**src/rtl/mips_pipe_pkg.sv**
```systemverilog
// Shared encodings for the MIPS pipeline hazard controller: FSM states, forwarding selects
// and the register-match helper used by the hazard/forwarding compare unit.
package mips_pipe_pkg;

    localparam logic [0:0] ST_RUN      = 1'b0;
    localparam logic [0:0] ST_MEM_WAIT = 1'b1;

    localparam logic [1:0] FWD_REG   = 2'd0;
    localparam logic [1:0] FWD_EXMEM = 2'd1;
    localparam logic [1:0] FWD_MEMWB = 2'd2;

    // A producer only matters when it really writes and its destination is not $0.
    function automatic logic reg_match(input logic [4:0] src, input logic [4:0] dst,
                                       input logic wr);
        return wr && (dst != 5'd0) && (src == dst);
    endfunction

endpackage

```
**src/rtl/pipe_hazard_ctrl_if.sv**
```systemverilog
// Status/control bundle between the pipeline stage registers (master) and the
// hazard controller (slave).
interface pipe_hazard_ctrl_if #(
    parameter int CNT_W = 16
);
    logic [4:0]       id_rs;
    logic [4:0]       id_rt;
    logic             id_use_rs;
    logic             id_use_rt;
    logic             ex_RegWr;
    logic             ex_MemToReg;
    logic [4:0]       ex_wreg;
    logic             mem_RegWr;
    logic [4:0]       mem_wreg;
    logic             branch_taken;
    logic             dm_req;
    logic             dm_ack;
    logic             pc_hold;
    logic             ifid_hold;
    logic             ifid_flush;
    logic             idex_flush;
    logic             front_hold;
    logic             memwb_stall;
    logic [1:0]       fwd_a;
    logic [1:0]       fwd_b;
    logic             dm_err;
    logic [CNT_W-1:0] stall_cnt;

    modport master (
        output id_rs, id_rt, id_use_rs, id_use_rt, ex_RegWr, ex_MemToReg, ex_wreg,
               mem_RegWr, mem_wreg, branch_taken, dm_req, dm_ack,
        input  pc_hold, ifid_hold, ifid_flush, idex_flush, front_hold, memwb_stall,
               fwd_a, fwd_b, dm_err, stall_cnt
    );

    modport slave (
        input  id_rs, id_rt, id_use_rs, id_use_rt, ex_RegWr, ex_MemToReg, ex_wreg,
               mem_RegWr, mem_wreg, branch_taken, dm_req, dm_ack,
        output pc_hold, ifid_hold, ifid_flush, idex_flush, front_hold, memwb_stall,
               fwd_a, fwd_b, dm_err, stall_cnt
    );

endinterface

```
**src/rtl/hazard_fwd_unit.sv**
```systemverilog
// Combinational rs/rt compare against EX and MEM destinations: forwarding selects and raw-hazard flag.
// FORWARD_EN defined: forward from EX/MEM or MEM/WB, only load-use is a hazard; otherwise every match stalls.
module hazard_fwd_unit
    import mips_pipe_pkg::*;
(
    input  logic [4:0] id_rs,
    input  logic [4:0] id_rt,
    input  logic       id_use_rs,
    input  logic       id_use_rt,
    input  logic       ex_RegWr,
    input  logic       ex_MemToReg,
    input  logic [4:0] ex_wreg,
    input  logic       mem_RegWr,
    input  logic [4:0] mem_wreg,
    output logic [1:0] fwd_a,
    output logic [1:0] fwd_b,
    output logic       raw_hazard
);

    logic ex_rs, ex_rt, mem_rs, mem_rt, load_use;

    assign ex_rs    = reg_match(id_rs, ex_wreg, ex_RegWr);
    assign ex_rt    = reg_match(id_rt, ex_wreg, ex_RegWr);
    assign mem_rs   = reg_match(id_rs, mem_wreg, mem_RegWr);
    assign mem_rt   = reg_match(id_rt, mem_wreg, mem_RegWr);
    assign load_use = ex_MemToReg && ((ex_rs && id_use_rs) || (ex_rt && id_use_rt));

`ifdef FORWARD_EN
    // The youngest producer (EX) wins when both stages write the same register.
    assign fwd_a      = ex_rs ? FWD_EXMEM : (mem_rs ? FWD_MEMWB : FWD_REG);
    assign fwd_b      = ex_rt ? FWD_EXMEM : (mem_rt ? FWD_MEMWB : FWD_REG);
    assign raw_hazard = load_use;
`else
    assign fwd_a      = FWD_REG;
    assign fwd_b      = FWD_REG;
    assign raw_hazard = load_use
                      || (id_use_rs && (ex_rs || mem_rs))
                      || (id_use_rt && (ex_rt || mem_rt));
`endif

endmodule

```
**src/rtl/pipe_hazard_ctrl.sv**
```systemverilog
// Stall/flush sequencer for the 5-stage MIPS pipeline: data-memory wait FSM, branch flush,
// load-use/RAW stalls and stall counter. Forwarding behaviour selected by FORWARD_EN in hazard_fwd_unit.
module pipe_hazard_ctrl
    import mips_pipe_pkg::*;
#(
    parameter int DM_TIMEOUT = 16,
    parameter int CNT_W      = 16
) (
    input logic               clk,
    input logic               rst,
    pipe_hazard_ctrl_if.slave bus
);

    localparam bit TIMEOUT_ON = (DM_TIMEOUT > 0);
    localparam int WC_W       = (DM_TIMEOUT > 1) ? $clog2(DM_TIMEOUT) : 1;
    localparam logic [WC_W-1:0] WC_LAST = WC_W'(TIMEOUT_ON ? DM_TIMEOUT - 1 : 0);

    logic [0:0]       state, state_nx;
    logic [WC_W-1:0]  wait_cnt;
    logic [CNT_W-1:0] stall_cnt;
    logic             dm_err;
    logic             in_wait, enter_wait, mem_hold, timeout_hit;
    logic             raw_hazard;
    logic [1:0]       fwd_a_raw, fwd_b_raw;
    logic             pc_hold, ifid_hold, ifid_flush, idex_flush, front_hold, memwb_stall;
    logic [1:0]       fwd_a, fwd_b;

    hazard_fwd_unit u_hfu (
        .id_rs       (bus.id_rs),
        .id_rt       (bus.id_rt),
        .id_use_rs   (bus.id_use_rs),
        .id_use_rt   (bus.id_use_rt),
        .ex_RegWr    (bus.ex_RegWr),
        .ex_MemToReg (bus.ex_MemToReg),
        .ex_wreg     (bus.ex_wreg),
        .mem_RegWr   (bus.mem_RegWr),
        .mem_wreg    (bus.mem_wreg),
        .fwd_a       (fwd_a_raw),
        .fwd_b       (fwd_b_raw),
        .raw_hazard  (raw_hazard)
    );

    // The request cycle itself already stalls, so the MEM stage never advances on a miss.
    always_comb begin
        in_wait     = (state == ST_MEM_WAIT);
        enter_wait  = !in_wait && bus.dm_req && !bus.dm_ack;
        mem_hold    = enter_wait || (in_wait && !bus.dm_ack);
        timeout_hit = TIMEOUT_ON && in_wait && !bus.dm_ack && (wait_cnt == WC_LAST);
        state_nx    = state;
        if (enter_wait)
            state_nx = ST_MEM_WAIT;
        else if (in_wait && (bus.dm_ack || timeout_hit))
            state_nx = ST_RUN;
    end

    always_comb begin
        pc_hold     = 1'b0;
        ifid_hold   = 1'b0;
        ifid_flush  = 1'b0;
        idex_flush  = 1'b0;
        front_hold  = 1'b0;
        memwb_stall = 1'b0;
        fwd_a       = FWD_REG;
        fwd_b       = FWD_REG;
        if (!rst) begin
            fwd_a = fwd_a_raw;
            fwd_b = fwd_b_raw;
            if (mem_hold) begin
                pc_hold     = 1'b1;
                ifid_hold   = 1'b1;
                front_hold  = 1'b1;
                memwb_stall = 1'b1;
            end else if (bus.branch_taken) begin
                ifid_flush = 1'b1;
                idex_flush = 1'b1;
            end else if (raw_hazard) begin
                pc_hold    = 1'b1;
                ifid_hold  = 1'b1;
                idex_flush = 1'b1;
            end
        end
    end

    always_ff @(posedge clk or posedge rst) begin
        if (rst) begin
            state     <= ST_RUN;
            wait_cnt  <= '0;
            dm_err    <= 1'b0;
            stall_cnt <= '0;
        end else begin
            state <= state_nx;
            if (enter_wait)
                wait_cnt <= '0;
            else if (in_wait && TIMEOUT_ON)
                wait_cnt <= wait_cnt + 1'b1;
            if (timeout_hit)
                dm_err <= 1'b1;
            if (pc_hold && (stall_cnt != '1))
                stall_cnt <= stall_cnt + 1'b1;
        end
    end

    assign bus.pc_hold     = pc_hold;
    assign bus.ifid_hold   = ifid_hold;
    assign bus.ifid_flush  = ifid_flush;
    assign bus.idex_flush  = idex_flush;
    assign bus.front_hold  = front_hold;
    assign bus.memwb_stall = memwb_stall;
    assign bus.fwd_a       = fwd_a;
    assign bus.fwd_b       = fwd_b;
    assign bus.dm_err      = dm_err;
    assign bus.stall_cnt   = stall_cnt;

endmodule

```
**src/flat_wrapper.sv**
```systemverilog
// flat-port wrapper written by rule: the top's interface ports become plain ports
module pipe_hazard_ctrl_flat import mips_pipe_pkg::*;
#(
    parameter int DM_TIMEOUT = 16,
    parameter int CNT_W      = 16
)
  (clk, rst, bus_id_rs, bus_id_rt, bus_id_use_rs, bus_id_use_rt, bus_ex_RegWr, bus_ex_MemToReg, bus_ex_wreg, bus_mem_RegWr, bus_mem_wreg, bus_branch_taken, bus_dm_req, bus_dm_ack, bus_pc_hold, bus_ifid_hold, bus_ifid_flush, bus_idex_flush, bus_front_hold, bus_memwb_stall, bus_fwd_a, bus_fwd_b, bus_dm_err, bus_stall_cnt);
  pipe_hazard_ctrl_if #(.CNT_W(CNT_W)) bus_i ();
  input logic clk;
  input logic rst;
  input wire logic [$bits(bus_i.id_rs)-1:0] bus_id_rs;
  input wire logic [$bits(bus_i.id_rt)-1:0] bus_id_rt;
  input wire logic [$bits(bus_i.id_use_rs)-1:0] bus_id_use_rs;
  input wire logic [$bits(bus_i.id_use_rt)-1:0] bus_id_use_rt;
  input wire logic [$bits(bus_i.ex_RegWr)-1:0] bus_ex_RegWr;
  input wire logic [$bits(bus_i.ex_MemToReg)-1:0] bus_ex_MemToReg;
  input wire logic [$bits(bus_i.ex_wreg)-1:0] bus_ex_wreg;
  input wire logic [$bits(bus_i.mem_RegWr)-1:0] bus_mem_RegWr;
  input wire logic [$bits(bus_i.mem_wreg)-1:0] bus_mem_wreg;
  input wire logic [$bits(bus_i.branch_taken)-1:0] bus_branch_taken;
  input wire logic [$bits(bus_i.dm_req)-1:0] bus_dm_req;
  input wire logic [$bits(bus_i.dm_ack)-1:0] bus_dm_ack;
  output wire logic [$bits(bus_i.pc_hold)-1:0] bus_pc_hold;
  output wire logic [$bits(bus_i.ifid_hold)-1:0] bus_ifid_hold;
  output wire logic [$bits(bus_i.ifid_flush)-1:0] bus_ifid_flush;
  output wire logic [$bits(bus_i.idex_flush)-1:0] bus_idex_flush;
  output wire logic [$bits(bus_i.front_hold)-1:0] bus_front_hold;
  output wire logic [$bits(bus_i.memwb_stall)-1:0] bus_memwb_stall;
  output wire logic [$bits(bus_i.fwd_a)-1:0] bus_fwd_a;
  output wire logic [$bits(bus_i.fwd_b)-1:0] bus_fwd_b;
  output wire logic [$bits(bus_i.dm_err)-1:0] bus_dm_err;
  output wire logic [$bits(bus_i.stall_cnt)-1:0] bus_stall_cnt;
  assign bus_i.id_rs = bus_id_rs;
  assign bus_i.id_rt = bus_id_rt;
  assign bus_i.id_use_rs = bus_id_use_rs;
  assign bus_i.id_use_rt = bus_id_use_rt;
  assign bus_i.ex_RegWr = bus_ex_RegWr;
  assign bus_i.ex_MemToReg = bus_ex_MemToReg;
  assign bus_i.ex_wreg = bus_ex_wreg;
  assign bus_i.mem_RegWr = bus_mem_RegWr;
  assign bus_i.mem_wreg = bus_mem_wreg;
  assign bus_i.branch_taken = bus_branch_taken;
  assign bus_i.dm_req = bus_dm_req;
  assign bus_i.dm_ack = bus_dm_ack;
  assign bus_pc_hold = bus_i.pc_hold;
  assign bus_ifid_hold = bus_i.ifid_hold;
  assign bus_ifid_flush = bus_i.ifid_flush;
  assign bus_idex_flush = bus_i.idex_flush;
  assign bus_front_hold = bus_i.front_hold;
  assign bus_memwb_stall = bus_i.memwb_stall;
  assign bus_fwd_a = bus_i.fwd_a;
  assign bus_fwd_b = bus_i.fwd_b;
  assign bus_dm_err = bus_i.dm_err;
  assign bus_stall_cnt = bus_i.stall_cnt;
  pipe_hazard_ctrl #(.DM_TIMEOUT(DM_TIMEOUT), .CNT_W(CNT_W)) u_core (.clk(clk), .rst(rst), .bus(bus_i));
endmodule
```
**config.mk**
```make
export PLATFORM = sky130hd
export DESIGN_NAME = pipe_hazard_ctrl_flat
export DESIGN_NICKNAME = d
export VERILOG_FILES = /design/src/rtl/mips_pipe_pkg.sv /design/src/rtl/pipe_hazard_ctrl_if.sv /design/src/rtl/hazard_fwd_unit.sv /design/src/rtl/pipe_hazard_ctrl.sv /design/src/flat_wrapper.sv
export SDC_FILE = /design/constraint.sdc
export NUM_CORES = 1
export LEC_CHECK = 0
export CAP_MARGIN = 0
export CORE_UTILIZATION = 35
export DETAILED_ROUTE_END_ITERATION = 10
export PLACE_DENSITY = 0.67
export SYNTH_ARGS = -nofsm -noshare
export SYNTH_HDL_FRONTEND = slang
export SYNTH_SLANG_ARGS = --single-unit
```
**constraint.sdc**
```tcl
create_clock -name clk -period 2.1 [get_ports clk]
set_input_delay 0.42 -clock clk [delete_from_list [all_inputs] [get_ports clk]]
set_output_delay 0.42 -clock clk [all_outputs]
set_load 0.05 [all_outputs]
```
# After elaboration in Yosys (flattened, before gate mapping)
# Index checks and enable logic that the tools add are counted.
# word_totals
reg_bits,22
output_inout_bits,27
# classes
n_addsub,2
n_eq_ne,6
n_mux,16
reduce_logical,30
# ops
op,count
$eq 5x5->1,4
$logic_and 1x1->1,17
$add 16x1->16 const B,1
$ne 16x16->1 const B,1
$mux 1,14
$reduce_bool 5->1,2
$mux 4,2
$logic_or 1x1->1,7
$add 4x1->4 const B,1
$eq 4x4->1 const B,1
$reduce_bool 2->1,2
$logic_not 1->1,2

# Longest topological paths before layout
# Gate-level depths: netlist of the first run.
# depth
ltp_word,13
depth_mapped,8

# By module
# Synthesis of the first run repeated with hierarchy kept, for this count alone.
# unflattened
hier_cells,140
area_unflattened_um2,1435.1
# modules_own_cells
module,n_inst,cells_each,area_per_inst_um2,seq_area_each_um2
pipe_hazard_ctrl,1,102,1139.8,550.5
hazard_fwd_unit,1,38,295.3,0.0

# Least setup slack after synthesis of the first run
# No wires, ideal clock.
# synth_path
kind,input-to-output
from,in bus_dm_ack
to,out bus_pc_hold
arrival_time_ns,2.713
required_time_ns,1.680
path_slack_ns,-1.033
stages,6
cell_sequence,inv_1 > o21ai_2 > nor2_1 > nor3_4 > a221oi_2 > buf_4
# synth_between
elab_chain_len,5
word_cells_on_any_way,6
cone_classes,mux (2); reduce/logical (4)
# synth_lines
element,line,text
from (decl),flat_wrapper.sv:22,input wire logic [$bits(bus_i.dm_ack)-1:0] bus_dm_ack;
$logic_not 1->1 *,"pipe_hazard_ctrl.sv:46, pipe_hazard_ctrl.sv:47",
"$logic_and 1x1->1, on equally long branches","pipe_hazard_ctrl.sv:46, pipe_hazard_ctrl.sv:47",
$logic_or 1x1->1 *,pipe_hazard_ctrl.sv:47,mem_hold = enter_wait || (in_wait && !bus.dm_ack);
$mux 1 * (2 in a row),n/a,
to (decl),flat_wrapper.sv:23,output wire logic [$bits(bus_i.pc_hold)-1:0] bus_pc_hold;
# Mark *: on every way between the ends. The rest lies on a longest branch, timed or not.

# Worst setup path after layout of the first run
# layout_path
from,in bus_mem_wreg[2]
to,out bus_ifid_hold
# layout_between
elab_chain_len,11
word_cells_on_any_way,16
cone_classes,eq/ne (2); mux (4); reduce/logical (10)
# layout_lines
element,line,text
from (decl),flat_wrapper.sv:19,input wire logic [$bits(bus_i.mem_wreg)-1:0] bus_mem_wreg;
$reduce_bool 5->1,mips_pipe_pkg.sv:15,return wr && (dst != 5'd0) && (src == dst);
$logic_and 1x1->1 (2 in a row),mips_pipe_pkg.sv:15,
$logic_or 1x1->1,hazard_fwd_unit.sv:37,|| (id_use_rs && (ex_rs || mem_rs))
$logic_and 1x1->1,hazard_fwd_unit.sv:37,
$logic_or 1x1->1,hazard_fwd_unit.sv:37,
$logic_or 1x1->1 *,hazard_fwd_unit.sv:38,|| (id_use_rt && (ex_rt || mem_rt));
$mux 1 *,pipe_hazard_ctrl.sv:76,end else if (raw_hazard) begin
$mux 1 *,pipe_hazard_ctrl.sv:73,end else if (bus.branch_taken) begin
$mux 1 *,pipe_hazard_ctrl.sv:68,if (mem_hold) begin
$mux 1 *,pipe_hazard_ctrl.sv:65,if (!rst) begin
to (decl),flat_wrapper.sv:24,output wire logic [$bits(bus_i.ifid_hold)-1:0] bus_ifid_hold;
# Marks and branches as above.

==> key figures, run 1 <==
Critical path
  – Critical path, cell by cell: buf_8 > or4_4 > o21ai_4 > nor3_4 > nor3_4 > a221oi_4 > buf_6 > buf_12
  – Critical Path End Type: output port
  – Critical path's most frequent cell: nor3_4
  – Crit start category: input pin
  – Arr. time, crit path: 1980 ps
  – Critical Path RT: 1680 ps
  – CP max-delay cell: or4_4
  – WS Path Type: in -> out
  – Worst path max stage delay: 540 ps
  – Critical path peak fanout: 3

Timing
  – RSZ-0062 raised after global routing: true
  – Worst Tran Pin Value: 498 ps
  – Minimum clock period: 2400 ps
  – Worst hold margin: 485 ps
  – Fin worst setup slack: -299 ps
  – Final Cycle Share: 114%
  – Setup_tns: -979 ps
  – Layout Skew: 1.39 ps
  – Fin. Hold Viols: 0
  – Endpoints failing setup: 4
  – Slew HR: 66.7%
  – FMAX: 417 MHz
  – Final Slew Violations: 0

Power
  – Sw Share: 36.4%
  – Sequential Power Share: 36.0%
  – Logic pwr share: 43.4%
  – Clk pwr share: 20.6%
  – P_leak: 1.04 nW
  – Switching pwr: 0.000531 W
  – Max rail drop VDD: 278 uV
  – Power density over the cells: 611 nW/um^2
  – P_int: 0.000930 W

Place
  – Routability congestion estimate: 0.795
  – Cell Area, Placed: 2190 sq um
  – Cell Count Post-Placement: 258
  – PortBufs: 51
  – DP HPWL: 2790 um

Global routing
  – Total congestion overflow: 0
  – Initial antenna violation count: 0
  – Largest net degree at the start of global routing: 23
  – First-pass GRT wire length: 5890 um
  – Vias in the first global route: 1341
  – Tot GR Track Use: 17.9%

Logic synthesis
  – Post-synthesis mux area share: 2.41%
  – Post-synthesis cell type count: 32
  – Top_reg_cell synth: dfrtp_1
  – Synth Area in Simple Gates: 20.9%
  – Post-Synth Adder-Cell Area: 1.78%
  – Xor and xnor fraction of the mapped netlist area: 22.5%
  – Seq/Total Area, Yosys: 39.2%
  – Synthesized area per cell: 10.0 sq um
  – Synth warnings: 0
  – Combinational family with the most area after synthesis: XOR/XNOR gates
  – Yosys reg bits: 22
  – Post-synthesis instance area: 1400 sq um
  – Mapped Cells: 140
  – EDFF count, synth: 0
  – FFs w/ async S/R, synth: 100%
  – Synth Area in Compound Gates: 8.11%

Floorplan
  – Core area: 3740 sq um
  – Row Count: 22
  – Initial Utilization: 37.5%
  – Die area: 4270 sq um
  – # IOs: 57
  – Die Width: 65.3 um
  – DIE HEIGHT: 65.3 um

Finish
  – Diodes inserted: 0
  – Synth-to-Final Area Change: 70.3%
  – Final net count: 257
  – Final non-filler cell area: 2390 sq um
  – Layout cell share with drive strength beyond 1: 35.7%
  – Non-Filler Instances: 272

CTS
  – Number of clock sinks: 22
  – Clock root cell: clkbuf_8
  – Cts-stage hold buffer count: 0
  – H-tree depth: 1
  – Clock Path Buffers: 2
  – Clk slew on worst S/H paths: 80 ps
  – Worst-Skew Late Latency: 250 ps
  – CTS tree: yes
  – Num CTS Buffers: 3

Drt
  – DRT antenna net count: 0
  – Vias post-DR: 1374
  – DRT Pass-1 Iters: 4
  – Routed length per instance: 13.6 um
  – Detailed Route Iter0 Violations: 60
  – Post-Route WL: 3690 um
  – DRC errors left: 0
  – Mean number of vias per cell: 5.05

Status
  – Failing checks: negative setup slack
  – Outcome: complete, but fails checks

Run
  – Max-Cap Viols: 0

Min path
  – Worst min path class: reg -> reg
==> per-stage QoR <==
stage	util, %	setup slack, ps	power [W]
final	63.9	-299	0.00146
after global routing	63.9	-317	0.00153
after CTS	63.2	-280	0.00145
after detailed placement	58.5	-619	0.00114
after global placement	58.5	-597	0.00111
after floorplan	-	-194	0.000872
==> area by class of cell <==
cell class                      count  area (sq um)
Fill cell                         311          1350
Multi-Input combinational cell    111           921
Timing Repair Buffer               84           791
Sequential cell                    22           553
Tap cell                           48          60.1
Clock buffer                        4          55.1
Inverter                            3          11.3
==> path summary, 6_finish.rpt <==
kind / start / end / slack (ps) / cells past startpoint
max reg2reg: u_core.in_wait / u_core.bus.stall_cnt[12] / 170 / 8
min in group asynchronous: rst / u_core.in_wait / 780 / 3
min: u_core.bus.dm_err / u_core.bus.dm_err / 480 / 1
min reg2reg: u_core.bus.dm_err / u_core.bus.dm_err / 480 / 1
max in group asynchronous: rst / u_core.bus.stall_cnt[0] / 1090 / 3
max: bus_mem_wreg[2] / bus_ifid_hold / -300 / 8
==> logic make-up after synthesis <==
logic type                 after synthesis
adders and majority gates                2
buffers and inverters                   10
other                                    1
xor gates and xnor gates                36
and+or+nand+nor                         52
muxes                                    3
DFF                                     22
AOI/OAI and AO/OA                       14
==> placed cells by master, fill, tap and decap left out, types with 2 or more instances in the layout <==
cell type        count
a22o_1               2
and3_1               4
buf_12               5
buf_2                4
buf_4               30
buf_6                7
clkbuf_2             4
clkbuf_8             4
clkdlybuf4s15_2      2
clkdlybuf4s50_1     23
conb_1               4
dfrtp_1             20
dfrtp_2              2
dlygate4sd2_1        5
dlymetal6s2s_1       2
ha_1                 2
inv_1                2
mux2_4               2
nand2_1             12
nand3_1              9
nand4_1             10
nor2_1               3
nor3_1               3
nor3_4               3
nor4_4               2
o21ai_0              2
o21ai_4              3
or4_4                2
xnor2_1             29
xor2_1               5
==> sequential cells by signal, indices dropped and copies added, names as in the netlist <==
| name | count |
|---|---|
| u_core.bus.stall_cnt | 16 |
| u_core.bus.dm_err | 1 |
| u_core.wait_cnt | 4 |
| u_core.in_wait | 1 |
==> Yosys cell counts (2+ instances only) <==
master | n | area [sq um]
nor3_1 | 4 | 20.0
and3_1 | 4 | 25.0
xnor2_1 | 30 | 263
dfrtp_1 | 22 | 551
or4_1 | 2 | 15.0
nor2_1 | 4 | 15.0
mux2_2 | 2 | 22.5
o21ai_2 | 4 | 35.0
xor2_1 | 6 | 52.6
ha_1 | 2 | 25.0
inv_1 | 3 | 11.3
a21oi_1 | 2 | 10.0
nand2_1 | 12 | 45.0
nand4_1 | 10 | 62.6
nand3_1 | 9 | 45.0
a22o_1 | 2 | 17.5
o21ai_0 | 2 | 10.0
buf_4 | 6 | 45.0
==> worst max-delay path: cells and delay by family <==
kind	cells	cell delay, ps
AND/OR/NAND/NOR	3	860
buffers and inverters	3	380
AO/OA/AOI/OAI	2	320
==> power groups by stage <==
stage	Sequential (W)	Clock, W	Combinational, W
finish	0.000525	0.000301	0.000634
detailed placement	0.000535	0	0.000603
CTS	0.000527	0.000304	0.000621
floorplan	0.000672	0	0.000200
global placement	0.000530	0	0.000583
global route	0.000534	0.000324	0.000670
==> per-layer routing <==
metal	part of all wire (%)	GRT usage [%]	vias to the layer above
met1	39	20.3	662
met3	4.9	1.56	4
met2	56	35.1	55
met5	0	0	-
li1	-	-	653
met4	0.84	4.89	0
==> repair_timing <==
item,4_1_cts,5_1_grt
pin swaps,22,16
setup buffers,7,7
setup endpoints to repair,19,7
resized for setup,66,19
Power figures use the tool's default switching activity.
==> inputs of run 2 (changes only) <==
--- a/config.mk
+++ b/config.mk
@@ -8,7 +8,7 @@
 export CAP_MARGIN = 0
 export CORE_UTILIZATION = 35
 export DETAILED_ROUTE_END_ITERATION = 10
-export PLACE_DENSITY = 0.67
+export PLACE_DENSITY = 0.64
 export SYNTH_ARGS = -nofsm -noshare
 export SYNTH_HDL_FRONTEND = slang
 export SYNTH_SLANG_ARGS = --single-unit
==> constraint.sdc (replaced) <==
create_clock -name clk -period 2.3 [get_ports clk]
set_input_delay 0.46 -clock clk [delete_from_list [all_inputs] [get_ports clk]]
set_output_delay 0.46 -clock clk [all_outputs]
set_load 0.05 [all_outputs]
==> key figures, run 2 (synthesis results as in run 1) <==
Place
  – Routability congestion estimate: 0.875 (+10%)
  – PortBufs: 51 (unchanged)
  – DP HPWL: 2800 um (+0.46%)
  – Cell Area, Placed: 2110 sq um (-3.5%)

CTS
  – CTS tree: yes
  – Worst-Skew Late Latency: 260 ps (about the same)
  – Num CTS Buffers: 3 (unchanged)
  – H-tree depth: 1 (unchanged)
  – Clk slew on worst S/H paths: 80 ps (about the same)
  – Number of clock sinks: 22 (unchanged)
  – Clock root cell: clkbuf_8
  – Clock Path Buffers: 2 (unchanged)

Floorplan
  – Die Width: 65.3 um (unchanged)
  – Row Count: 22 (unchanged)
  – Initial Utilization: 37.5% (unchanged)
  – DIE HEIGHT: 65.3 um (unchanged)
  – Die area: 4270 sq um (unchanged)
  – # IOs: 57 (unchanged)
  – Core area: 3740 sq um (unchanged)

Timing
  – Endpoints failing setup: 3 (-1)
  – Layout Skew: 2.94 ps (+1.56 ps)
  – Minimum clock period: 2410 ps
  – Final Cycle Share: 105%
  – Final Slew Violations: 0 (unchanged)
  – Fin worst setup slack: -110 ps (+190 ps)
  – Slew HR: 66.1% (-0.63 points)
  – Fin. Hold Viols: 0 (unchanged)
  – Worst Tran Pin Value: 507 ps (+9.35 ps)
  – RSZ-0062 raised after global routing: true
  – FMAX: 415 MHz
  – Worst hold margin: 499 ps (+14.5 ps)

Drt
  – DRT antenna net count: 0 (unchanged)
  – DRT Pass-1 Iters: 4 (unchanged)
  – DR WL met2: 1930 um (-5.7%)
  – Routed length per instance: 13.6 um (+0.41%)
  – Vias post-DR: 1297 (-5.6%)
  – DRC errors left: 0 (unchanged)
  – Mean number of vias per cell: 5.01 (-0.87%)
  – Post-Route WL: 3530 um (-4.4%)
  – Metal-1 WL: 1360 um (-4.8%)
  – Detailed Route Iter0 Violations: 70 (+17%)
  – Max layer used: met4
  – Met3 Wirelength: 182 um (+1.1%)

Critical path
  – Logic depth of the worst path, buffers included: 8 (unchanged)
  – WP buf/inv: 3 (unchanged)
  – CP top delay family: simple AND/OR/NAND/NOR gates
  – Critical path, cell by cell: buf_8 > or4_4 > o21ai_4 > nor3_4 > nor3_4 > a221oi_4 > buf_4 > buf_12
  – CP max-delay cell: or4_4
  – R2r worst-path depth: 6 (-2)
  – Reg2Reg Setup Slack: 270 ps (+100 ps)
  – Crit start category: input pin
  – Critical path's most frequent cell: nor3_4
  – WS Path Type: in -> out
  – Critical path peak fanout: 3 (unchanged)
  – Arr. time, crit path: 1950 ps (-30 ps)
  – Critical Path End Type: output port
  – Critical Path RT: 1840 ps (+160 ps)
  – Worst path max stage delay: 540 ps (about the same)

Min path
  – Worst min path class: reg -> reg
  – Hold Path Depth: 1 (unchanged)

Finish
  – Commonest non-fill, non-tap cell in the layout: xnor2_1
  – Fillers: 331 (+6.4%)
  – Layout cell share with drive strength beyond 1: 31.8% (-4.0 points)
  – Final non-filler cell area: 2290 sq um (-4.3%)
  – Max reg flops: 16 (unchanged)
  – Largest regs: u_core.bus.stall_cnt: 16 flops, u_core.wait_cnt: 4 flops
  – Area of the multi-input gates: 925 sq um (+0.41%)
  – FF+latch area: 551 sq um (-0.45%)
  – Final net count: 244 (-5.1%)
  – Leading cell types in the layout, fill and taps excluded: xnor2_1 (29), clkdlybuf4s50_1 (23), dfrtp_1 (22)
  – Diodes inserted: 0 (unchanged)
  – Synth-to-Final Area Change: 62.9%
  – Reg with most FFs: u_core.bus.stall_cnt

Global routing
  – First-pass GRT wire length: 5950 um (+1.2%)
  – Vias in the first global route: 1374 (+2.5%)
  – Total congestion overflow: 0 (unchanged)
  – Initial antenna violation count: 0 (unchanged)
  – Largest net degree at the start of global routing: 17 (-26%)
  – Tot GR Track Use: 18.1% (+0.15 points)

Status
  – Failing checks: negative setup slack
  – Outcome: complete, but fails checks

Power
  – Max rail drop VDD: 316 uV (+14%)
  – Power density over the cells: 552 nW/um^2 (-9.6%)
  – P_leak: 0.966 nW (-6.7%)
  – Power Total: 0.00126 W (-14%)

Run
  – Max-Cap Viols: 0 (unchanged)
-- run 2: layer usage --
| layer | vias up | GRT usage [%] |
|---|---|---|
| li1 | 625 | - |
| met2 | 48 | 33.4 |
| met4 | 0 | 8.97 |
| met3 | 4 | 3.13 |
| met5 | - | 0 |
| met1 | 620 | 19.5 |
-- run 2: area by class of cell --
type / instances / share of cell area, %
clock buffers: 4 / 2.41
inverters: 3 / 0.492
multi-input cells: 111 / 40.4
flip-flops and latches: 22 / 24.1
well taps: 48 / 2.63
repair buffers: 71 / 30.0
-- run 2: repair_timing --
item,in CTS,in global routing
hold buffers,0,0
endpoints found under the hold margin,0,0
setup buffers,6,2
pin swaps,18,16
gates resized for setup,65,24
endpoints found under the setup margin,18,9
-- run 2: path summary, 6_finish.rpt --
kind,from,endpoint
max in group asynchronous,rst,u_core.bus.stall_cnt[0]
hold / removal,u_core.bus.stall_cnt[8],u_core.bus.stall_cnt[8]
hold reg to reg,u_core.bus.stall_cnt[8],u_core.bus.stall_cnt[8]
setup reg to reg,u_core.bus.stall_cnt[0],u_core.bus.stall_cnt[1]
min in group asynchronous,rst,u_core.wait_cnt[3]
setup / recovery,bus_ex_wreg[3],bus_pc_hold
-- run 2: metrics by stage --
step / TNS, ps / worst slack, ps / util (%) / std cells
6_report: -302 / -110 / 61.1 / 259
5_1_grt: -410 / -143 / 61.1 / 259
3_3_place_gp: -6550 / -455 / 56.4 / 248
4_1_cts: -337 / -127 / 59.8 / 258
2_1_floorplan: -73.9 / -73.9 / - / 143
3_5_place_dp: -7510 / -513 / 56.4 / 248
-- run 2: power by group --
group	switching [W]	total [W]	internal (W)	leakage [nW]
clock network	0.000117	0.000269	0.000152	0.0288
registers	0.0000594	0.000496	0.000436	0.294
logic	0.000285	0.000498	0.000213	0.643
